File: src/rtl/ps2_keycode_rx_if.sv
// PS/2 line and key-event bundle between the keyboard pins and the receiver.
// The receiver uses the slave modport and the line driver the master modport.
interface ps2_keycode_rx_if;
    logic        ps2_clk;
    logic        ps2_data;
    logic [31:0] keyCode;
    logic        key_valid;
    logic        frame_err;

    modport master (
        output ps2_clk,
        output ps2_data,
        input  keyCode,
        input  key_valid,
        input  frame_err
    );

    modport slave (
        input  ps2_clk,
        input  ps2_data,
        output keyCode,
        output key_valid,
        output frame_err
    );
endinterface

File: src/rtl/ps2_keycode_rx.sv
// PS/2 device-to-host receiver folding E0/F0 prefixes into 32-bit key events.
// Define PS2_RX_PARITY_CHECK_EN to reject frames that fail odd parity.
module ps2_keycode_rx #(
    parameter int unsigned FILTER_LEN     = 8,
    parameter int unsigned TIMEOUT_CYCLES = 130000
) (
    input  logic             clk,
    input  logic             rst,
    ps2_keycode_rx_if.slave  bus
);
    localparam int unsigned FLT_W = $clog2(FILTER_LEN + 1);
    localparam int unsigned TO_W  = $clog2(TIMEOUT_CYCLES + 1);

    typedef enum logic [1:0] {
        S_IDLE   = 2'd0,
        S_DATA   = 2'd1,
        S_PARITY = 2'd2,
        S_STOP   = 2'd3
    } state_e;

    logic             clk_meta_q, clk_sync_q, data_meta_q, data_sync_q;
    logic             flt_level_q, strobe_q;
    logic [FLT_W-1:0] flt_cnt_q;
    state_e           state_q, state_d;
    logic [7:0]       shift_q;
    logic [3:0]       bit_cnt_q;
    logic [TO_W-1:0]  to_cnt_q;
    logic             ext_q, brk_q;
    logic [31:0]      key_code_q;
    logic             key_valid_q, frame_err_q;
    logic             timeout_hit_c, shift_en_c, stop_c, parity_ok_c;
    logic             byte_ok_c, err_c, prefix_clr_c;

    // Synchronizers and saturating clock filter; strobe marks a filtered fall
    always_ff @(posedge clk) begin
        if (!rst) begin
            clk_meta_q  <= 1'b1;
            clk_sync_q  <= 1'b1;
            data_meta_q <= 1'b1;
            data_sync_q <= 1'b1;
            flt_level_q <= 1'b1;
            flt_cnt_q   <= '0;
            strobe_q    <= 1'b0;
        end else begin
            clk_meta_q  <= bus.ps2_clk;
            clk_sync_q  <= clk_meta_q;
            data_meta_q <= bus.ps2_data;
            data_sync_q <= data_meta_q;
            strobe_q    <= 1'b0;
            if (clk_sync_q != flt_level_q) begin
                if (flt_cnt_q == FLT_W'(FILTER_LEN - 1)) begin
                    flt_level_q <= clk_sync_q;
                    flt_cnt_q   <= '0;
                    strobe_q    <= flt_level_q;
                end else begin
                    flt_cnt_q <= flt_cnt_q + FLT_W'(1);
                end
            end else begin
                flt_cnt_q <= '0;
            end
        end
    end

    always_ff @(posedge clk) begin
        if (!rst) state_q <= S_IDLE;
        else      state_q <= state_d;
    end

    always_comb begin
        state_d       = state_q;
        timeout_hit_c = (state_q != S_IDLE) && !strobe_q &&
                        (to_cnt_q == TO_W'(TIMEOUT_CYCLES - 1));
        case (state_q)
            S_IDLE:   if (strobe_q && !data_sync_q) state_d = S_DATA;
            S_DATA:   if (strobe_q && bit_cnt_q == 4'd7) state_d = S_PARITY;
            S_PARITY: if (strobe_q) state_d = S_STOP;
            S_STOP:   if (strobe_q) state_d = S_IDLE;
            default:  state_d = S_IDLE;
        endcase
        if (timeout_hit_c) state_d = S_IDLE;
    end

`ifdef PS2_RX_PARITY_CHECK_EN
    logic parity_q;

    always_ff @(posedge clk) begin
        if (!rst)                                 parity_q <= 1'b0;
        else if (strobe_q && state_q == S_PARITY) parity_q <= data_sync_q;
    end

    assign parity_ok_c = ^{shift_q, parity_q};
`else
    assign parity_ok_c = 1'b1;
`endif

    always_comb begin
        shift_en_c   = strobe_q && (state_q == S_DATA);
        stop_c       = strobe_q && (state_q == S_STOP);
        byte_ok_c    = stop_c && data_sync_q && parity_ok_c;
        err_c        = stop_c && !(data_sync_q && parity_ok_c);
        prefix_clr_c = stop_c && !parity_ok_c;
    end

    // Deserializer datapath, timeout counter and byte assembler
    always_ff @(posedge clk) begin
        if (!rst) begin
            shift_q     <= '0;
            bit_cnt_q   <= '0;
            to_cnt_q    <= '0;
            ext_q       <= 1'b0;
            brk_q       <= 1'b0;
            key_code_q  <= '0;
            key_valid_q <= 1'b0;
            frame_err_q <= 1'b0;
        end else begin
            key_valid_q <= 1'b0;
            frame_err_q <= err_c;
            to_cnt_q    <= (state_q == S_IDLE || strobe_q) ? '0 : to_cnt_q + TO_W'(1);
            if (state_q == S_IDLE) bit_cnt_q <= '0;
            if (shift_en_c) begin
                shift_q   <= {data_sync_q, shift_q[7:1]};
                bit_cnt_q <= bit_cnt_q + 4'd1;
            end
            if (byte_ok_c) begin
                if (shift_q == 8'hE0) begin
                    ext_q <= 1'b1;
                end else if (shift_q == 8'hF0) begin
                    brk_q <= 1'b1;
                end else begin
                    key_code_q  <= {(brk_q ? 16'h00F0 : 16'h0000), (ext_q ? 8'hE0 : 8'h00), shift_q};
                    key_valid_q <= 1'b1;
                    ext_q       <= 1'b0;
                    brk_q       <= 1'b0;
                end
            end
            if (prefix_clr_c) begin
                ext_q <= 1'b0;
                brk_q <= 1'b0;
            end
        end
    end

    assign bus.keyCode   = key_code_q;
    assign bus.key_valid = key_valid_q;
    assign bus.frame_err = frame_err_q;
endmodule

File: src/flat_wrapper.sv
// flat-port wrapper written by rule: the top's interface ports become plain ports
module ps2_keycode_rx_flat 
#(
    parameter int unsigned FILTER_LEN     = 8,
    parameter int unsigned TIMEOUT_CYCLES = 130000
)
  (clk, rst, bus_ps2_clk, bus_ps2_data, bus_keyCode, bus_key_valid, bus_frame_err);
  ps2_keycode_rx_if bus_i ();
  input  logic clk;
  input  logic rst;
  input wire logic [$bits(bus_i.ps2_clk)-1:0] bus_ps2_clk;
  input wire logic [$bits(bus_i.ps2_data)-1:0] bus_ps2_data;
  output wire logic [$bits(bus_i.keyCode)-1:0] bus_keyCode;
  output wire logic [$bits(bus_i.key_valid)-1:0] bus_key_valid;
  output wire logic [$bits(bus_i.frame_err)-1:0] bus_frame_err;
  assign bus_i.ps2_clk = bus_ps2_clk;
  assign bus_i.ps2_data = bus_ps2_data;
  assign bus_keyCode = bus_i.keyCode;
  assign bus_key_valid = bus_i.key_valid;
  assign bus_frame_err = bus_i.frame_err;
  ps2_keycode_rx #(.FILTER_LEN(FILTER_LEN), .TIMEOUT_CYCLES(TIMEOUT_CYCLES)) u_core (.clk(clk), .rst(rst), .bus(bus_i));
endmodule
File: config.mk
export PLATFORM = sky130hd
export DESIGN_NAME = ps2_keycode_rx_flat
export DESIGN_NICKNAME = d
export VERILOG_FILES = /design/src/rtl/ps2_keycode_rx_if.sv /design/src/rtl/ps2_keycode_rx.sv /design/src/flat_wrapper.sv
export SDC_FILE = /design/constraint.sdc
export NUM_CORES = 1
export LEC_CHECK = 0
export CORE_ASPECT_RATIO = 0.75
export CORE_MARGIN = 2
export CORE_UTILIZATION = 53
export CTS_BUF_LIST = sky130_fd_sc_hd__clkbuf_16
export CTS_CLUSTER_SIZE = 40
export DETAILED_ROUTE_END_ITERATION = 12
export PLACE_DENSITY = 0.79
export SLEW_MARGIN = 40
export SYNTH_ARGS = -nofsm -noshare
export SYNTH_HDL_FRONTEND = slang
export SYNTH_SLANG_ARGS = --single-unit
File: constraint.sdc
create_clock -name clk -period 1.8 [get_ports clk]
set_input_delay 0.18 -clock clk [delete_from_list [all_inputs] [get_ports clk]]
set_output_delay 0.18 -clock clk [all_outputs]
set_load 0.01 [all_outputs]
==> results.sh <==
export IMPL_status="finished, final reports clean"
export IMPL_finalHoldViolCount=0
export IMPL_utilization_pct=62.6
export IMPL_rows=21
export IMPL_synth_commonest_cells="dfxtp_1, nand2_1, nor2_1, buf_4, xor2_1"
export IMPL_crit_required_ps=1970
export IMPL_synth_most_common_cell="dfxtp_1"
export IMPL_cts_clk_slew_worst_paths_ps=70
export IMPL_io_pins=38
export IMPL_core_um2=4390
export IMPL_fin_crit_sh_pct=94.2
export IMPL_path_cells="inv_1 -> ha_1 -> nor4_2 -> a2bb2oi_2 -> mux2i_1 -> nor2_1"
export IMPL_fmax_mhz=590
export IMPL_layout_cells_non_filler=334
export IMPL_fin_crit_ps=1700
export IMPL_drtIter0Drc=118
export IMPL_antennaDiodeCount=0
export IMPL_netlist_instances=256
export IMPL_die_area_um2=5060
export IMPL_fillers=361
export IMPL_ctsHoldBuffers=0
export IMPL_grt_pass1_vias=1493
export IMPL_clock_sinks=55
export IMPL_worstSkewPairLatency_ps=290
export IMPL_grt_max_degree=19
export IMPL_wirelength_um=4140
export IMPL_gp_congestion=0.803
export IMPL_drcViolationCount=0
export IMPL_synth_cell_types=47
export IMPL_setup_viol=0
export IMPL_p_per_area_nw_per_um2=801
export IMPL_ant_nets=0
export IMPL_synth_area_leader_cell="dfxtp_1"
export IMPL_wl_per_cell_um=12.4
export IMPL_initial_core_util_pct=54.4
export IMPL_maxCapViolCount=0
export IMPL_postCtsSetupRepairBufs=0
export IMPL_nets=289
export IMPL_place_area_um2=2580
export IMPL_worstPathMaxFanout=4
export IMPL_via_count=1762
export IMPL_slew_violations=0
export IMPL_grt_pass1_wl_um=6950
export IMPL_fp_dieW_um=81.5
export IMPL_postSynth_asyncResetShare_pct=0
export IMPL_die_height_um=62.1
export IMPL_setup_tns_ps=0
export IMPL_skew_ps=6.66
export IMPL_leakagePower_nw=1.02
export IMPL_yosys_area_top_type_share_pct=46.1
export IMPL_yosysWarnings=0
export IMPL_arrival_ps=1870
export IMPL_cts_buffers=5
export IMPL_hp_class="flop to flop"
export IMPL_synth_edff_count=0
export IMPL_ys_ff_latch=55
export IMPL_cts_buffer_depth=2
export IMPL_critPathLaunchType="flop"
export IMPL_first_pass_iters=4
export IMPL_synth_area_leaders="dfxtp_1, buf_4, nand2_1, ha_1, xor2_1"
export IMPL_final_cell_area_um2=2750
export IMPL_total_power_mw=2.20
export IMPL_ir_worst_vdd_uv=528
export IMPL_dp_slack_ps=36.4
export IMPL_yosysSeqAreaShare_pct=46.1
export IMPL_portBuffers=20
export IMPL_avgViaCountPerCell=5.28
export IMPL_r2r_slack_ps=100
export IMPL_dp_cells=327
export IMPL_area_growth_pct=15.1
export IMPL_root_buffer="clkbuf_16"
export IMPL_finalWorstSetupSlack_ps=105
export IMPL_synth_ff_type="dfxtp_1"
export IMPL_overflow=0
export IMPL_cts_tree="built"
export IMPL_dp_hpwl_um=2990
export IMPL_cpPeakStageDelay_ps=390
export IMPL_htree_levels=2
export IMPL_drive_gt1_share_pct=9.03
export IMPL_track_usage_pct=17.5
export IMPL_avgSynthCellArea_um2=9.33
export IMPL_crit_path_end_kind="flop"
export IMPL_netlist_area_um2=2390
export IMPL_antenna_found_initial=0
export IMPL_worstSetupPathType="flop to flop"
export IMPL_crit_slowest_cell="dfxtp_1"
export IMPL_fin_hold_ws_ps=408
## power by group
part           switching (mW)  internal [mW]  total [mW]
sequential            0.00308           1.22        1.22
clock                   0.415          0.508       0.924
combinational          0.0321         0.0200      0.0520
total                   0.450           1.75        2.20
## flip-flops by register name, indices dropped and copies added, names as in the netlist, 2 cells and up
register            count
u_core.to_cnt_q        17
u_core.bus.keyCode     10
u_core.shift_q          8
u_core.bit_cnt_q        4
u_core.flt_cnt_q        4
u_core.state_q          2
## worst max-delay path, delay by kind of cell, from the launching register on
kind	cells	cell delay (ps)
flops	1	390
mux	1	200
buf+inv	1	100
fa+ha+maj	1	240
simple gates	2	410
compound gates	1	240
## per-layer routing
metal | part of all wire (%) | up-vias | global-route usage [%]
li1 | - | 885 | -
met1 | 51 | 826 | 26.3
met2 | 42 | 46 | 23.4
met3 | 5.2 | 5 | 4.80
met4 | 1.6 | 0 | 7.20
met5 | 0 | - | 0
## cell usage in the layout (no fill, tap or decap), types with 2 or more instances in the layout
cell and instances:
clkbuf_16 5, a21boi_1 10, conb_1 17, and4_1 2, dfxtp_1 55, nand3b_1 4, o21ai_0 4, nand3_1 9
a22o_1 10, xor2_1 11, and3_1 2, clkdlybuf4s50_1 20, nand2_1 29, inv_1 4, or3_1 2, or4_1 4
nor2_1 23, and2_1 5, buf_4 9, nor2b_1 3, a21oi_1 4, ha_1 7, o21ai_1 2, nand2b_1 4
mux2i_1 2, nand4_1 5
## final cells by class
cell class | instances | area, µm² | area share, %
sequential | 55 | 1100 | 40.1
tap | 57 | 71.3 | 2.60
inverter | 4 | 15.0 | 0.546
clock buffer | 5 | 125 | 4.55
clock inverter | 2 | 12.5 | 0.455
timing repair buffer | 29 | 268 | 9.74
multi-input combinational | 182 | 1150 | 42.0
## kinds of logic after synthesis
family,synth area share [%]
simple gates,22.6
mux,0.839
compound gates,12.3
xor+xnor,4.40
other cells,0.157
flops,46.1
buf+inv,9.38
fa+ha+maj,4.19
## worst paths after layout
check | startpoint | to | depth (start not counted)
setup / recovery | u_core.state_q[0] | u_core.state_q[1] | 6
hold / removal | u_core.data_meta_q | u_core.data_sync_q | 1
setup reg to reg | u_core.state_q[0] | u_core.state_q[1] | 6
hold reg to reg | u_core.data_meta_q | u_core.data_sync_q | 1
## repair_timing
item                       in CTS  in global routing
hold endpoints to repair        0                  0
resized for setup               0                  7
setup endpoints to repair       0                  5
(Power assumes the default switching activity.)
